**config.mk**
```make
export PLATFORM = sky130hd
export DESIGN_NAME = uart_transmitter
export DESIGN_NICKNAME = d
export VERILOG_FILES = /design/src/rtl/uart_pkg.sv /design/src/rtl/shift_reg_par_in_serial_out.sv /design/src/rtl/uart_transmitter.sv
export SDC_FILE = /design/constraint.sdc
export NUM_CORES = 1
export LEC_CHECK = 0
export ABC_AREA = 1
export CORE_UTILIZATION = 50
export DETAILED_ROUTE_END_ITERATION = 6
export PLACE_DENSITY = 0.71
export SETUP_SLACK_MARGIN = 0.4
export SLEW_MARGIN = 10
export SYNTH_ARGS = -nofsm -noshare
export SYNTH_HDL_FRONTEND = slang
export SYNTH_SLANG_ARGS = --single-unit
export TNS_END_PERCENT = 30
```
**constraint.sdc**
```tcl
create_clock -name clk -period 2.58 [get_ports clk]
set_clock_uncertainty 0.05 [all_clocks]
set_input_delay 0.516 -clock clk [delete_from_list [all_inputs] [get_ports clk]]
set_output_delay 0.516 -clock clk [all_outputs]
set_load 0.01 [all_outputs]
```
**src/rtl/uart_pkg.sv**
```systemverilog
// rtl/uart_pkg.sv - UART transmitter shared types and constants
// UART_TX_PARITY_EN adds the PARITY state to the tx state enum.
package uart_pkg;

  localparam logic IDLE_LINE            = 1'b1;
  localparam int   DEFAULT_CLKS_PER_BIT = 4;
  localparam int   DEFAULT_DATA_BITS    = 8;

  typedef enum logic [2:0] {
    TX_IDLE,
    TX_START,
    TX_DATA,
`ifdef UART_TX_PARITY_EN
    TX_PARITY,
`endif
    TX_STOP
  } tx_state_t;

endpackage

```
**src/rtl/shift_reg_par_in_serial_out.sv**
```systemverilog
// rtl/shift_reg_par_in_serial_out.sv - parallel-load, shift-right register with LSB serial output
module shift_reg_par_in_serial_out #(
  parameter int WIDTH = 8
) (
  input  logic             clk,
  input  logic             reset,
  input  logic             load,
  input  logic             shift,
  input  logic [WIDTH-1:0] data_in,
  output logic             serial_out
);

  logic [WIDTH-1:0] data_q;

  // load wins over shift so a back-to-back frame is never corrupted
  always_ff @(posedge clk) begin
    if (reset) begin
      data_q <= '0;
    end else if (load) begin
      data_q <= data_in;
    end else if (shift) begin
      data_q <= {1'b0, data_q[WIDTH-1:1]};
    end
  end

  assign serial_out = data_q[0];

endmodule

```
**src/rtl/uart_transmitter.sv**
```systemverilog
// rtl/uart_transmitter.sv - UART transmitter, start/data/stop framing, LSB first
// Optional even parity bit after the data bits when UART_TX_PARITY_EN is defined.
module uart_transmitter
  import uart_pkg::*;
#(
  parameter int CLKS_PER_BIT = DEFAULT_CLKS_PER_BIT,
  parameter int DATA_BITS    = DEFAULT_DATA_BITS
) (
  input  logic                 clk,
  input  logic                 reset,
  input  logic [DATA_BITS-1:0] byte_in,
  input  logic                 valid_in,
  output logic                 ready_out,
  output logic                 bit_out,
  output logic                 done_out
);

  localparam logic [5:0] CNT_LAST = 6'(CLKS_PER_BIT - 1);
  localparam logic [2:0] IDX_LAST = 3'(DATA_BITS - 1);

  tx_state_t  state, state_next;
  logic [5:0] clk_cnt, clk_cnt_next;
  logic [2:0] bit_idx, bit_idx_next;
  logic       load, shift, accept, bit_end, data_bit;

  assign bit_end   = (clk_cnt == CNT_LAST);
  assign done_out  = (state == TX_STOP) && bit_end;
  assign ready_out = (state == TX_IDLE) || done_out;
  assign accept    = valid_in && ready_out;

  always_ff @(posedge clk) begin
    if (reset) begin
      state   <= TX_IDLE;
      clk_cnt <= '0;
      bit_idx <= '0;
    end else begin
      state   <= state_next;
      clk_cnt <= clk_cnt_next;
      bit_idx <= bit_idx_next;
    end
  end

  shift_reg_par_in_serial_out #(
    .WIDTH (DATA_BITS)
  ) u_shift (
    .clk        (clk),
    .reset      (reset),
    .load       (load),
    .shift      (shift),
    .data_in    (byte_in),
    .serial_out (data_bit)
  );

`ifdef UART_TX_PARITY_EN
  // parity is captured at load because the shifter consumes the byte
  logic parity_bit;
  always_ff @(posedge clk) begin
    if (reset) begin
      parity_bit <= 1'b0;
    end else if (load) begin
      parity_bit <= ^byte_in;
    end
  end
`endif

  always_comb begin
    state_next   = state;
    clk_cnt_next = clk_cnt;
    bit_idx_next = bit_idx;
    load         = 1'b0;
    shift        = 1'b0;
    case (state)
      TX_IDLE: begin
        if (accept) begin
          state_next   = TX_START;
          clk_cnt_next = '0;
          bit_idx_next = '0;
          load         = 1'b1;
        end
      end
      TX_START: begin
        if (bit_end) begin
          state_next   = TX_DATA;
          clk_cnt_next = '0;
          bit_idx_next = '0;
        end else begin
          clk_cnt_next = clk_cnt + 6'd1;
        end
      end
      TX_DATA: begin
        if (bit_end) begin
          shift        = 1'b1;
          clk_cnt_next = '0;
          if (bit_idx == IDX_LAST) begin
            bit_idx_next = '0;
`ifdef UART_TX_PARITY_EN
            state_next   = TX_PARITY;
`else
            state_next   = TX_STOP;
`endif
          end else begin
            bit_idx_next = bit_idx + 3'd1;
          end
        end else begin
          clk_cnt_next = clk_cnt + 6'd1;
        end
      end
`ifdef UART_TX_PARITY_EN
      TX_PARITY: begin
        if (bit_end) begin
          state_next   = TX_STOP;
          clk_cnt_next = '0;
        end else begin
          clk_cnt_next = clk_cnt + 6'd1;
        end
      end
`endif
      TX_STOP: begin
        if (bit_end) begin
          clk_cnt_next = '0;
          bit_idx_next = '0;
          if (accept) begin
            state_next = TX_START;
            load       = 1'b1;
          end else begin
            state_next = TX_IDLE;
          end
        end else begin
          clk_cnt_next = clk_cnt + 6'd1;
        end
      end
      default: begin
        state_next   = TX_IDLE;
        clk_cnt_next = '0;
        bit_idx_next = '0;
      end
    endcase
  end

  always_comb begin
    bit_out = IDLE_LINE;
    case (state)
      TX_START:  bit_out = ~IDLE_LINE;
      TX_DATA:   bit_out = data_bit;
`ifdef UART_TX_PARITY_EN
      TX_PARITY: bit_out = parity_bit;
`endif
      default:   bit_out = IDLE_LINE;
    endcase
  end

endmodule

```
After elaboration in Yosys (flattened, before gate mapping) --
Index checks and enable logic that the tools add are counted.
Operators by class: $add $sub $neg 2, multipliers 0, div/mod/pow operators 0, magnitude comparators 0, equality and inequality tests 11, shifts and indexed selects 0, mux-type cells 23, bitwise logic cells 0, reductions and logical operators 9
Operators with widths (count):
- two-way mux 3 bit | 9
- two-way mux 8 bit | 2
- two-way mux 6 bit | 2
- case mux 3 bit (4 select lines) | 1
- case mux 6 bit (2 select lines) | 1
- inequality test 2 bit, second input constant | 5
- case mux 3 bit (3 select lines) | 1
- adder 6 x 1 -> 6 bit, second input constant | 1
- == test 3 x 2 -> 1 bit, second input constant | 2
- == test 6 x 2 -> 1 bit, second input constant | 1
- two-way mux 1 bit | 5
- AND reduction 5 bit | 1
- case mux 1 bit (2 select lines) | 2
- adder 3 x 1 -> 3 bit, second input constant | 1
- == test 3 x 1 -> 1 bit, second input constant | 1
- == test 3 bit, second input constant | 1
- zero test 3 bit | 1
- AND reduction 3 bit | 1
- OR reduction 3 bit | 1
- logical AND 1 bit | 2
- inequality test 2 x 1 -> 1 bit, second input constant | 1
- nonzero test 2 bit | 1
- OR reduction 2 bit | 1
- logical OR 1 bit | 1
Word-level totals: register bits after elaboration 20, bits in latches 0, bits in writable memories 0, bits in read-only memories 0, input port bits 11, output and inout port bits 3, word-level logic and storage cells 49, memories kept 0

Logic depth before layout (Yosys ltp) --
depth in word-level cells 8, depth in mapped cells 10, mapped depth without buffers 10

Modules after synthesis --
A second synthesis with hierarchy kept.
Unflattened totals: cells, all modules 155, area, all modules 1136.1 µm²
By module, submodules not included:
- uart_transmitter | instances 1, cells each 92, area an instance 729.4 µm², sequential area each 220.2 µm²
- shift_reg_par_in_serial_out | instances 1, cells each 63, area an instance 406.6 µm², sequential area each 160.2 µm²

Least setup slack after synthesis --
Ideal clock, no wire load.
path kind register to output, start point register state[0], end point output port bit_out, data arrival time 1184 ps, required time 2014 ps, path slack 830 ps, stages on the path, launching flop included 5, path buffers 1, cell sequence dfxtp_1 > inv_1 > ha_1 > clkbuf_1 > o21ai_0
Between the ends: longest elaborated chain between the ends 2, elaborated cells between the ends (all ways) 3, classes of those cells eq/ne: 2; mux: 1
RTL lines:
- from (decl) | line uart_transmitter.sv:21 | tx_state_t state, state_next;
- from (signal assigned) | line uart_transmitter.sv:37 | state <= state_next;
- == test 3 x 2 -> 1 bit / == test 3 x 1 -> 1 bit (equally long branches) | line uart_transmitter.sv:142 | case (state)
- case mux 1 bit (2 select lines) * | line uart_transmitter.sv:142
- to (decl) | line uart_transmitter.sv:14 | output logic bit_out,
Every way passes the cells marked *; elsewhere a longest branch is shown, timed or not.

Worst setup path in the final report --
start point register clk_cnt[5], end point output port done_out
Between the ends: longest elaborated chain between the ends 2
RTL lines:
- from (decl) | line uart_transmitter.sv:22 | logic [5:0] clk_cnt, clk_cnt_next;
- from (signal assigned) | line uart_transmitter.sv:38 | clk_cnt <= clk_cnt_next;
- == test 6 x 2 -> 1 bit | line uart_transmitter.sv:26 | assign bit_end = (clk_cnt == CNT_LAST);
- logical AND 1 bit | line uart_transmitter.sv:27 | assign done_out = (state == TX_STOP) && bit_end;
- to (decl) | line uart_transmitter.sv:15 | output logic done_out
Every way passes these cells.

==> summary by stage <==
Worst setup path
The critical-path cell with the highest stage delay is clkdlybuf4s50_1. The signal on the critical path passes through nor2_8 -> nand4_4 -> inv_1 -> clkdlybuf4s50_1. Data on the critical path arrives at its endpoint at ~1600 ps.

In this run the worst path has a maximum fanout of 6. The element type at the critical path end is an output pin. The worst endpoint required time is 2010 ps.

The number of buffers and inverters on the critical path is 2. The critical path's top delay family is buffers and inverters. The worst stage delay on the critical path is 530 ps. The critical path is of the reg -> out type. The worst setup path is launched from a register.

Timing
The clock period minus worst slack is 2140 ps. The final worst slack is 438 ps. In this run the tightest slew margin relative to its limit is 0.644. The setup TNS is 0 ps.

At the pin with the least slew margin, the transition time is between 500 and 600 ps. Setup violations remaining at the end of the flow were counted as 0. The total count of max-transition violations in the final report is 0.

The hold violation count in the final report is 0. The final critical-path share of the clock period is 0.830. Setup repair after global routing could not meet its margin everywhere. Timing would allow up to roughly 0.47 GHz.

Yosys
The number of nets in the synthesized netlist is 180. Of the post-synthesis cell area, the dominant cell type holds 0.329. The cell area that synthesis handed to floorplanning was between 0.001 and 0.0015 mm². The distinct cell type count of the synthesized netlist is 26. Of the total synthesized cell area, the portion taken by AND, OR, NAND and NOR gates is 0.390. The synthesized-area fraction occupied by xor and xnor cells is 0.0152.

The total of flip-flops plus latches after synthesis is 19. The synthesized area per cell is 7.17 µm². For this run, the register share of the synthesized area comes to 0.329.

Among all flip-flop cells after synthesis, the most frequent one is dfxtp_1. The library cell occupying the most area in the post-synthesis netlist is dfxtp_1. The combinational family with the most area after synthesis is simple AND/OR/NAND/NOR gates. Measured against the total synthesized area, the mux share comes to 0.

The fraction of the mapped netlist area in compound gates is 0.0943. Of the total synthesized cell area, the portion taken by full adders, half adders and majority gates is 0.0867. The number of enable flip-flop cells after synthesis is 0. Counting every instance in the synthesized netlist gives 161.

The yosys synthesis warning count is 0. Counting flops with an async set or reset pin after synthesis yields a share of 0. After synthesis, the cell types taking the most area are dfxtp_1 33%, nand2_1 11%, ha_1 8.7%.

Detailed routing
The pre-antenna-repair detailed-routing pass consisted of 4 iterations. After detailed routing, the number of vias per cell comes to 5.19. The routed design has 2.49 mm of wire. The final antenna-violating net count is 0.

After detailed routing, the average wire length per cell comes to 12.0 µm. The number of remaining DRC errors is 0. The number of vias in the routed layout is 1080. The detailed router finished its first iteration with 20 violations.

Cells and area
The number of filler cells placed in the layout is 206. The number of antenna cells inserted is 0. The final-stage net count is 200. The fraction of layout instances using a drive strength above 1 is 0.172. The layout overhead on the synthesized area is 21.9%.

The final design area excluding fillers is roughly 0.0014 mm².

Clocking
The CTS clock-pin slew for the worst setup and hold paths is around 110 ps. The clock latency reported for the late side of the worst-skew pair is 300 ps. The number of hold buffers added after cts is 0. CTS built an H-tree with a depth of 1.

The clock tree from TritonCTS is yes. The maximum number of buffers from clock root to sink is 2. Counting every sink on the clock net gives 19.

Counting the buffers created by CTS gives 3. The cell sitting at the root of the clock tree is a clkbuf_4.

GRT
The met3 layer usage reported by global route is 0.0340. The total congestion overflow after global routing is 0. The number of antenna violations at the first check in global routing came to 0.

The global routing usage on met1 is 0.248. The global-route wire length before repair is 4.16 mm. The most utilized layer in the global route result is met2. The via count of the first global-routing pass came to 990. The met2 demand-to-capacity share in global routing is 0.391. The overall track demand over capacity in global routing is 0.221. The pin count of the biggest net entering global routing is 16.

Run status
The flow ran to the end, and the final reports show no timing, DRC or antenna violations.

Floorplanning
The die area is 0.00251 mm². The initial cell density of the core is 0.527. During I/O placement, the number of pins put on the boundary was 14. The die span in y is 50.1 µm. In this run the standard cell core region covers 0.00219 mm².

The row count is 17. The die is 50.1 µm wide.

Hold path
The classification of the worst-slack hold path is reg -> reg.

Placement
The global placement routability congestion is between 0.8 and 0.9. After detailed placement, the total cell area comes to 0.00131 mm². The half-perimeter wire length after placement is between 1.5 and 2 mm. The number of input and output port buffers inserted is 13. OpenSTA, run right after detailed placement, puts the worst setup slack at 574 ps.

Run
The tool flagged a number of max-cap violations equal to 0.

Power
The leakage power total is 0.624 nW. The areal power density over the cells is 993 mW/mm². The overall power is ~0.0014 W. Across the VDD grid, the largest voltage drop is 681 µV.
## worst min-delay path: cells and delay by family, from the launching register on
kind / cells / cell delay (ps)
flops: 1 / 330
simple gates: 2 / 140
## layout by cell type (no fill, tap or decap), types with 3 or more instances in the layout
| master | n |
|---|---|
| nand4_1 | 7 |
| o21ai_0 | 5 |
| nor2_1 | 15 |
| inv_1 | 18 |
| clkdlybuf4s50_1 | 11 |
| dfxtp_4 | 3 |
| nand2_1 | 35 |
| clkbuf_4 | 3 |
| dfxtp_1 | 13 |
| dfxtp_2 | 3 |
| inv_2 | 3 |
| buf_4 | 5 |
| a21oi_1 | 10 |
| nand3_1 | 19 |
| ha_1 | 6 |
## timing repair
item | in CTS | in global routing
pin swaps | 1 | 1
endpoints found under the setup margin | 3 | 2
buffers inserted | 1 | 3
gates resized for setup | 3 | 15
## path summary, 6_finish.rpt
| kind | endpoint | cells after the start | slack, ps | from |
|---|---|---|---|---|
| max reg2reg | u_shift.data_q[2] | 7 | 870 | state[0] |
| min reg2reg | bit_idx[1] | 2 | 450 | bit_idx[1] |
| max | done_out | 4 | 440 | clk_cnt[5] |
| min | bit_idx[1] | 2 | 450 | bit_idx[1] |
## state kept, by name (all words and copies together) (netlist names)
register        flops
bit_idx             3
clk_cnt             6
state               2
u_shift.data_q      8
## synth_stat cells (5+ instances only)
| cell type | number |
|---|---|
| nand2_1 | 35 |
| inv_1 | 21 |
| dfxtp_1 | 19 |
| nand3_1 | 19 |
| nor2_1 | 15 |
| a21oi_1 | 10 |
| ha_1 | 8 |
| nand4_1 | 7 |
| o21ai_0 | 5 |
## power breakdown
part	internal (W)	total, W	switching [W]
sequential	0.000399	0.000471	0.0000717
combinational	0.000298	0.000772	0.000474
clock	0.0000578	0.000155	0.0000968
total	0.000755	0.00140	0.000643
## cell type report
cell class	instances	area, µm²	area share
Inverter	21	78.8	0.0560
Sequential cell	19	395	0.281
Tap cell	28	35.0	0.0249
Clock buffer	3	22.5	0.0160
Multi-Input combinational cell	118	702	0.499
Timing Repair Buffer	18	169	0.120
Clock inverter	1	5.00	0.00356
## through the flow
step / hold WS [ps] / utilization / instances
finish: 450 / 0.642 / 208
global route: 481 / 0.642 / 208
CTS: 450 / 0.615 / 205
detailed placement: 434 / 0.597 / 200
global placement: 420 / 0.597 / 200
floorplan: 407 / - / 161
## cell families (layout without fill, tap and decap cells)
group | after synthesis | count (layout)
adders and majority gates | 8 | 8
DFF | 19 | 19
xor gates and xnor gates | 2 | 2
AOI/OAI and AO/OA | 19 | 19
buffers and inverters | 24 | 43
and+or+nand+nor | 89 | 89
## per-layer routing
layer  wire (µm)  vias up  share of wire
met4          51        0          0.020
met1        1150      486           0.46
met2        1200       22           0.48
li1            -      566              -
met5           0        -              0
met3          81        6          0.033
No activity file was read; power rests on OpenSTA's default activity.
